==> src/rtl/button_evt_pkg.sv <==
// ============================================================================
// Module : button_evt_pkg
// Brief  : Event type encoding shared by the scheduler and the consumer FSM.
// Rev    : 1.0
// ============================================================================
`default_nettype none

package button_evt_pkg;

   localparam int EVT_TYPE_W = 2;

   typedef logic [EVT_TYPE_W-1:0] evt_type_t;

   localparam evt_type_t EVT_PRESS   = 2'd0;
   localparam evt_type_t EVT_RELEASE = 2'd1;
   localparam evt_type_t EVT_LONG    = 2'd2;

endpackage

`default_nettype wire

==> src/rtl/button_evt_tracker.sv <==
// ============================================================================
// Module : button_evt_tracker
// Brief  : Per-button edge detect, hold timer and PRESS/LONG/RELEASE pending flags.
// Rev    : 1.0
// ============================================================================
`default_nettype none

module button_evt_tracker
   import button_evt_pkg::*;
#(
   parameter int LONG_CYCLES = 8,
   parameter int CNT_W       = 4
) (
   input  logic                  clk,
   input  logic                  rst,
   input  logic                  i_level,
   input  logic                  i_grant,
   output logic                  o_eligible,
   output logic [EVT_TYPE_W-1:0] o_type,
   output logic                  o_ovf
);

   logic             r_prev;
   logic             r_long_done;
   logic             r_press;
   logic             r_long;
   logic             r_rel;
   logic [CNT_W-1:0] r_cnt;

   logic w_rise;
   logic w_fall;
   logic w_long_hit;
   logic w_clr_press;
   logic w_clr_long;
   logic w_clr_rel;

   assign w_rise     = i_level & ~r_prev;
   assign w_fall     = ~i_level & r_prev;
   assign w_long_hit = i_level & ~r_long_done & (r_cnt == CNT_W'(LONG_CYCLES - 1));

   // A grant always serves the highest-priority pending flag, which is also the oldest.
   assign w_clr_press = i_grant & r_press;
   assign w_clr_long  = i_grant & ~r_press & r_long;
   assign w_clr_rel   = i_grant & ~r_press & ~r_long & r_rel;

   always_ff @(posedge clk) begin
      if (rst) begin
         r_prev      <= 1'b0;
         r_long_done <= 1'b0;
         r_cnt       <= '0;
         r_press     <= 1'b0;
         r_long      <= 1'b0;
         r_rel       <= 1'b0;
      end else begin
         r_prev <= i_level;
         if (!i_level) begin
            r_cnt       <= '0;
            r_long_done <= 1'b0;
         end else if (!r_long_done) begin
            if (w_long_hit) begin
               r_long_done <= 1'b1;
            end else begin
               r_cnt <= r_cnt + CNT_W'(1);
            end
         end
         r_press <= w_rise     | (r_press & ~w_clr_press);
         r_long  <= w_long_hit | (r_long  & ~w_clr_long);
         r_rel   <= w_fall     | (r_rel   & ~w_clr_rel);
      end
   end

   always_comb begin
      o_eligible = r_press | r_long | r_rel;
      o_type     = EVT_RELEASE;
      if (r_press) begin
         o_type = EVT_PRESS;
      end else if (r_long) begin
         o_type = EVT_LONG;
      end
   end

   assign o_ovf = (w_rise     & r_press & ~w_clr_press)
                | (w_long_hit & r_long  & ~w_clr_long)
                | (w_fall     & r_rel   & ~w_clr_rel);

endmodule

`default_nettype wire

==> src/rtl/button_event_scheduler.sv <==
// ============================================================================
// Module : button_event_scheduler
// Brief  : Per-button event trackers merged onto one valid/ready channel by RR arbiter.
// Rev    : 1.0
// ============================================================================
`default_nettype none

module button_event_scheduler
   import button_evt_pkg::*;
#(
   parameter int N_BTN       = 4,
   parameter int LONG_CYCLES = 50_000_000,
   parameter int CNT_W       = 26
) (
   input  logic                     clk,
   input  logic                     rst,
   input  logic [N_BTN-1:0]         i_btn_state,
   input  logic                     i_evt_ready,
   output logic                     o_evt_valid,
   output logic [$clog2(N_BTN)-1:0] o_evt_id,
   output logic [EVT_TYPE_W-1:0]    o_evt_type,
   output logic                     o_ovf,
   input  logic                     i_ovf_clr
);

   localparam int ID_W  = $clog2(N_BTN);
   localparam int SUM_W = ID_W + 1;

   logic [N_BTN-1:0]      w_elig;
   logic [N_BTN-1:0]      w_grant_vec;
   logic [N_BTN-1:0]      w_ovf_vec;
   logic [EVT_TYPE_W-1:0] w_type [N_BTN];

   logic [ID_W-1:0]       w_gnt_id;
   logic [ID_W-1:0]       w_idx;
   logic [SUM_W-1:0]      w_sum;
   logic                  w_found;
   logic                  w_grant;

   logic                  r_valid;
   logic [ID_W-1:0]       r_id;
   logic [EVT_TYPE_W-1:0] r_type;
   logic [ID_W-1:0]       r_rr_ptr;
   logic                  r_ovf;

   generate
      for (genvar gi = 0; gi < N_BTN; gi++) begin : g_tracker
         button_evt_tracker #(
            .LONG_CYCLES (LONG_CYCLES),
            .CNT_W       (CNT_W)
         ) u_tracker (
            .clk        (clk),
            .rst        (rst),
            .i_level    (i_btn_state[gi]),
            .i_grant    (w_grant_vec[gi]),
            .o_eligible (w_elig[gi]),
            .o_type     (w_type[gi]),
            .o_ovf      (w_ovf_vec[gi])
         );
         assign w_grant_vec[gi] = w_grant & (w_gnt_id == ID_W'(gi));
      end
   endgenerate

   // Scan from the RR pointer with wrap-around; the first eligible button wins.
   always_comb begin
      w_found  = 1'b0;
      w_gnt_id = '0;
      w_sum    = '0;
      w_idx    = '0;
      for (int k = 0; k < N_BTN; k++) begin
         w_sum = {1'b0, r_rr_ptr} + SUM_W'(k);
         if (w_sum >= SUM_W'(N_BTN)) begin
            w_sum = w_sum - SUM_W'(N_BTN);
         end
         w_idx = w_sum[ID_W-1:0];
         if (!w_found && w_elig[w_idx]) begin
            w_found  = 1'b1;
            w_gnt_id = w_idx;
         end
      end
   end

   assign w_grant = w_found & (~r_valid | i_evt_ready);

   always_ff @(posedge clk) begin
      if (rst) begin
         r_valid  <= 1'b0;
         r_id     <= '0;
         r_type   <= EVT_PRESS;
         r_rr_ptr <= '0;
      end else if (w_grant) begin
         r_valid  <= 1'b1;
         r_id     <= w_gnt_id;
         r_type   <= w_type[w_gnt_id];
         r_rr_ptr <= (w_gnt_id == ID_W'(N_BTN - 1)) ? '0 : w_gnt_id + ID_W'(1);
      end else if (i_evt_ready) begin
         r_valid <= 1'b0;
      end
   end

   // Overwrite indication takes precedence over a clear in the same cycle.
   always_ff @(posedge clk) begin
      if (rst) begin
         r_ovf <= 1'b0;
      end else if (|w_ovf_vec) begin
         r_ovf <= 1'b1;
      end else if (i_ovf_clr) begin
         r_ovf <= 1'b0;
      end
   end

   assign o_evt_valid = r_valid;
   assign o_evt_id    = r_id;
   assign o_evt_type  = r_type;
   assign o_ovf       = r_ovf;

endmodule

`default_nettype wire
==> config.mk <==
export PLATFORM = sky130hd
export DESIGN_NAME = button_event_scheduler
export DESIGN_NICKNAME = d
export VERILOG_FILES = /design/src/rtl/button_evt_pkg.sv /design/src/rtl/button_evt_tracker.sv /design/src/rtl/button_event_scheduler.sv
export SDC_FILE = /design/constraint.sdc
export NUM_CORES = 1
export LEC_CHECK = 0
export ABC_AREA = 1
export BUFFER_PORTS_ARGS = -buffer_cell sky130_fd_sc_hd__buf_2
export CAP_MARGIN = 5
export CORE_MARGIN = 4
export CORE_UTILIZATION = 50
export DETAILED_ROUTE_END_ITERATION = 7
export PLACE_DENSITY = 0.64
export SLEW_MARGIN = 20
export SYNTH_ARGS = -nofsm -noshare
export SYNTH_HDL_FRONTEND = slang
export SYNTH_HIERARCHICAL = 1
export SYNTH_SLANG_ARGS = --single-unit
==> constraint.sdc <==
create_clock -name clk -period 3 [get_ports clk]
set_clock_uncertainty 0.05 [all_clocks]
set_input_delay 0 -clock clk [delete_from_list [all_inputs] [get_ports clk]]
set_output_delay 0 -clock clk [all_outputs]
set_load 0.1 [all_outputs]
==> qor.yml <==
place_area_mm2: 0.00818
top_level_ports: 14
ys_seq_area_share_pct: 33.2
p_seq_share_pct: 33.4
clock_latency_ns: 0.42
p_leak_nw: 3.55
r2r_cells: 26
max_clock_freq_mhz: 353
switching_share_pct: 34.4
finalCritPeriodShare_pct: 94.4
grt_max_degree: 23
track_usage_pct: 19.5
grt_pass1_vias: 6439
drc_errors: 0
drive_gt1_share_pct: 18.9
routed_via_density: 4.88
portBuffers: 13
arrival_ns: 3.10
grt_antenna_before_repair: 0
pwr-share-comb_pct: 29.7
overflow: 0
p_sw_mw: 1.94
min_path_cells: 5
relSlewSlack_pct: 64.1
wl_per_cell_um: 11.7
diodes: 0
final_area_mm2: 0.00914
crit_required_ns: 3.26
critPathKind: "reg2reg"
gp_congestion: 0.872
start_util_pct: 51.6
worst_pin_slew_ns: 0.538
status: "completed"
hold_ws_ns: 0.369
clk_pin_slew_ns: 0.06
power_frac_clock_pct: 36.9
setup_ws_ns: 0.167
vias: 7168
dieHeight_um: 134
synth_cell_types: 35
netlist_instances: 1210
finalSetupViolations: 0
routed_wl_um: 17200
rsz0062_at_grt: "true"
yosys_register_bits: 132
yosys_warnings: 6
dp_slack_ns: 0.115
cts_made_buffers: 17
drt_iter0_drc: 429
finalHoldViolations: 0
clock-root-buffer: "clkbuf_16"
slew_viol_final: 0
drv_cap: 0
fp.dieW_um: 134
coreArea_mm2: 0.0154
layout_commonest_cell: "nand2_1"
vdd_drop_max_mv: 0.539
cts_tree: "yes"
cts_sinks: 132
final_cell_mix: "nand2_1 (293), nor2_1 (171), inv_1 (133), dfxtp_1 (124), nand3_1 (90)"
synth_area_mm2: 0.00796
drtPass1Iterations: 5
nets: 1262
htreeDepth: 4
dieArea_mm2: 0.0180
rows: 45
startpoint_type: "register"
min_path_type: "in2reg"
ant_nets: 0
area_growth_pct: 14.7
period_needed_ns: 2.83
fill_cells: 1517
hpwlAfterDp_um: 12000
power_density_mw_per_mm2: 618
syn-num-nets: 1226
synth_area_per_cell_um2: 6.58
p_int_mw: 3.70
cts_buffer_depth: 2
critPathCaptureType: "register"
crit_path_max_fanout: 5
grt_first_pass_wirelength_um: 29300
registers in the layout, indices dropped and copies added, names as in the netlist, 4 cells and up:
signal                           flops
g_tracker.u_tracker/r_long           4
g_tracker.u_tracker/r_prev           4
g_tracker.u_tracker/r_long_done      4
g_tracker.u_tracker/r_press          4
g_tracker.u_tracker/r_cnt          104
g_tracker.u_tracker/r_rel            4
logic make-up (layout without fill, tap and decap cells):
kind of cell	Yosys count	in the layout	share of synthesized area, %
adder cells (fa/ha/maj)	8	8	1.26
flip-flops	132	132	33.2
AO/OA/AOI/OAI	128	128	8.86
buffers and inverters	185	234	9.49
AND/OR/NAND/NOR	725	725	43.7
XOR/XNOR	32	32	3.52
power by group through the flow:
stage	clock [mW]	sequential, mW	combinational, mW
floorplan	0	2.07	0.927
global placement	0	1.90	1.31
detailed placement	0	1.90	1.32
CTS	2.14	1.86	1.35
global route	2.22	1.89	1.84
finish	2.08	1.88	1.68
stage by stage:
step                cells  setup TNS [ns]  power [mW]  utilization, %
floorplan            1210               0        3.00               -
global placement     1414               0        3.21            53.0
detailed placement   1414               0        3.22            53.0
CTS                  1457               0        5.35            57.6
global route         1470          -0.100        5.95            59.2
finish               1470               0        5.64            59.2
timing repair:
| action | CTS | global route |
|---|---|---|
| hold buffers | 11 | 0 |
| endpoints found under the hold margin | 15 | 0 |
| resized for setup | 0 | 54 |
| buffers inserted | 0 | 13 |
| endpoints found under the setup margin | 0 | 5 |
path summary, 6_finish.rpt:
check,to,startpoint,slack (ns)
worst max-delay path,o_ovf,g_tracker[3].u_tracker/r_press,0.17
worst min-delay path,o_ovf,i_ovf_clr,0.37
worst max register to register,o_ovf,g_tracker[3].u_tracker/r_press,0.17
worst min register to register,g_tracker[1].u_tracker/r_cnt[1],g_tracker[1].u_tracker/r_cnt[1],0.44
critical path, stage by stage (launching register included):
cell      delay [ns]
dfxtp_4         0.36
nor2_4          0.11
nand2_2         0.07
nand2_1         0.06
nand2_1         0.09
nand2_4         0.10
nand2_4         0.06
nor2_8          0.15
nand3_2         0.09
nand3_2         0.11
nand2_4         0.08
inv_2           0.08
ha_1            0.14
inv_1           0.04
nor2_1          0.11
inv_1           0.08
nor2_1          0.09
nand2_1         0.08
nand2_2         0.07
nor2_1          0.03
o21bai_2        0.18
inv_2           0.06
o21ai_2         0.06
nor4_1          0.18
o21ai_1         0.10
nand2_1         0.06
inv_1           0.04
Yosys cell counts (all sizes together):
library cell  number  area (µm²)
dfxtp            132        2640
clkbuf             3        11.3
ha                 8         100
buf               23         148
a31oi              7        43.8
o21bai             7        67.6
inv              159         597
or2                4        25.0
xor2              20         175
nand3            112         696
nor2             222        1050
xnor2             12         105
a21oi             79         399
o211a              1        10.0
o21ai             34         185
nand4             18         113
nor3b              4        50.1
nor3              23         130
nor4               1        6.26
nand2            341        1410
layer usage:
layer	wire, µm	GRT usage [%]	part of all wire (%)	vias to the layer above
met3	599	4.09	3.5	17
met4	182	5.26	1.1	0
li1	-	-	-	3892
met2	7810	31.6	45	108
met5	0	0	0	-
met1	8620	26.4	50	3151
area by class of cell:
| class | instances | area [µm²] | share of cell area, % |
|---|---|---|---|
| clock buffer | 22 | 474 | 5.19 |
| clock inverter | 10 | 121 | 1.33 |
| inverter | 159 | 602 | 6.59 |
| multi-input combinational | 893 | 4690 | 51.3 |
| sequential | 132 | 2670 | 29.2 |
| tap | 211 | 264 | 2.89 |
| timing repair buffer | 43 | 318 | 3.48 |
No activity file was read; power rests on OpenSTA's default activity.
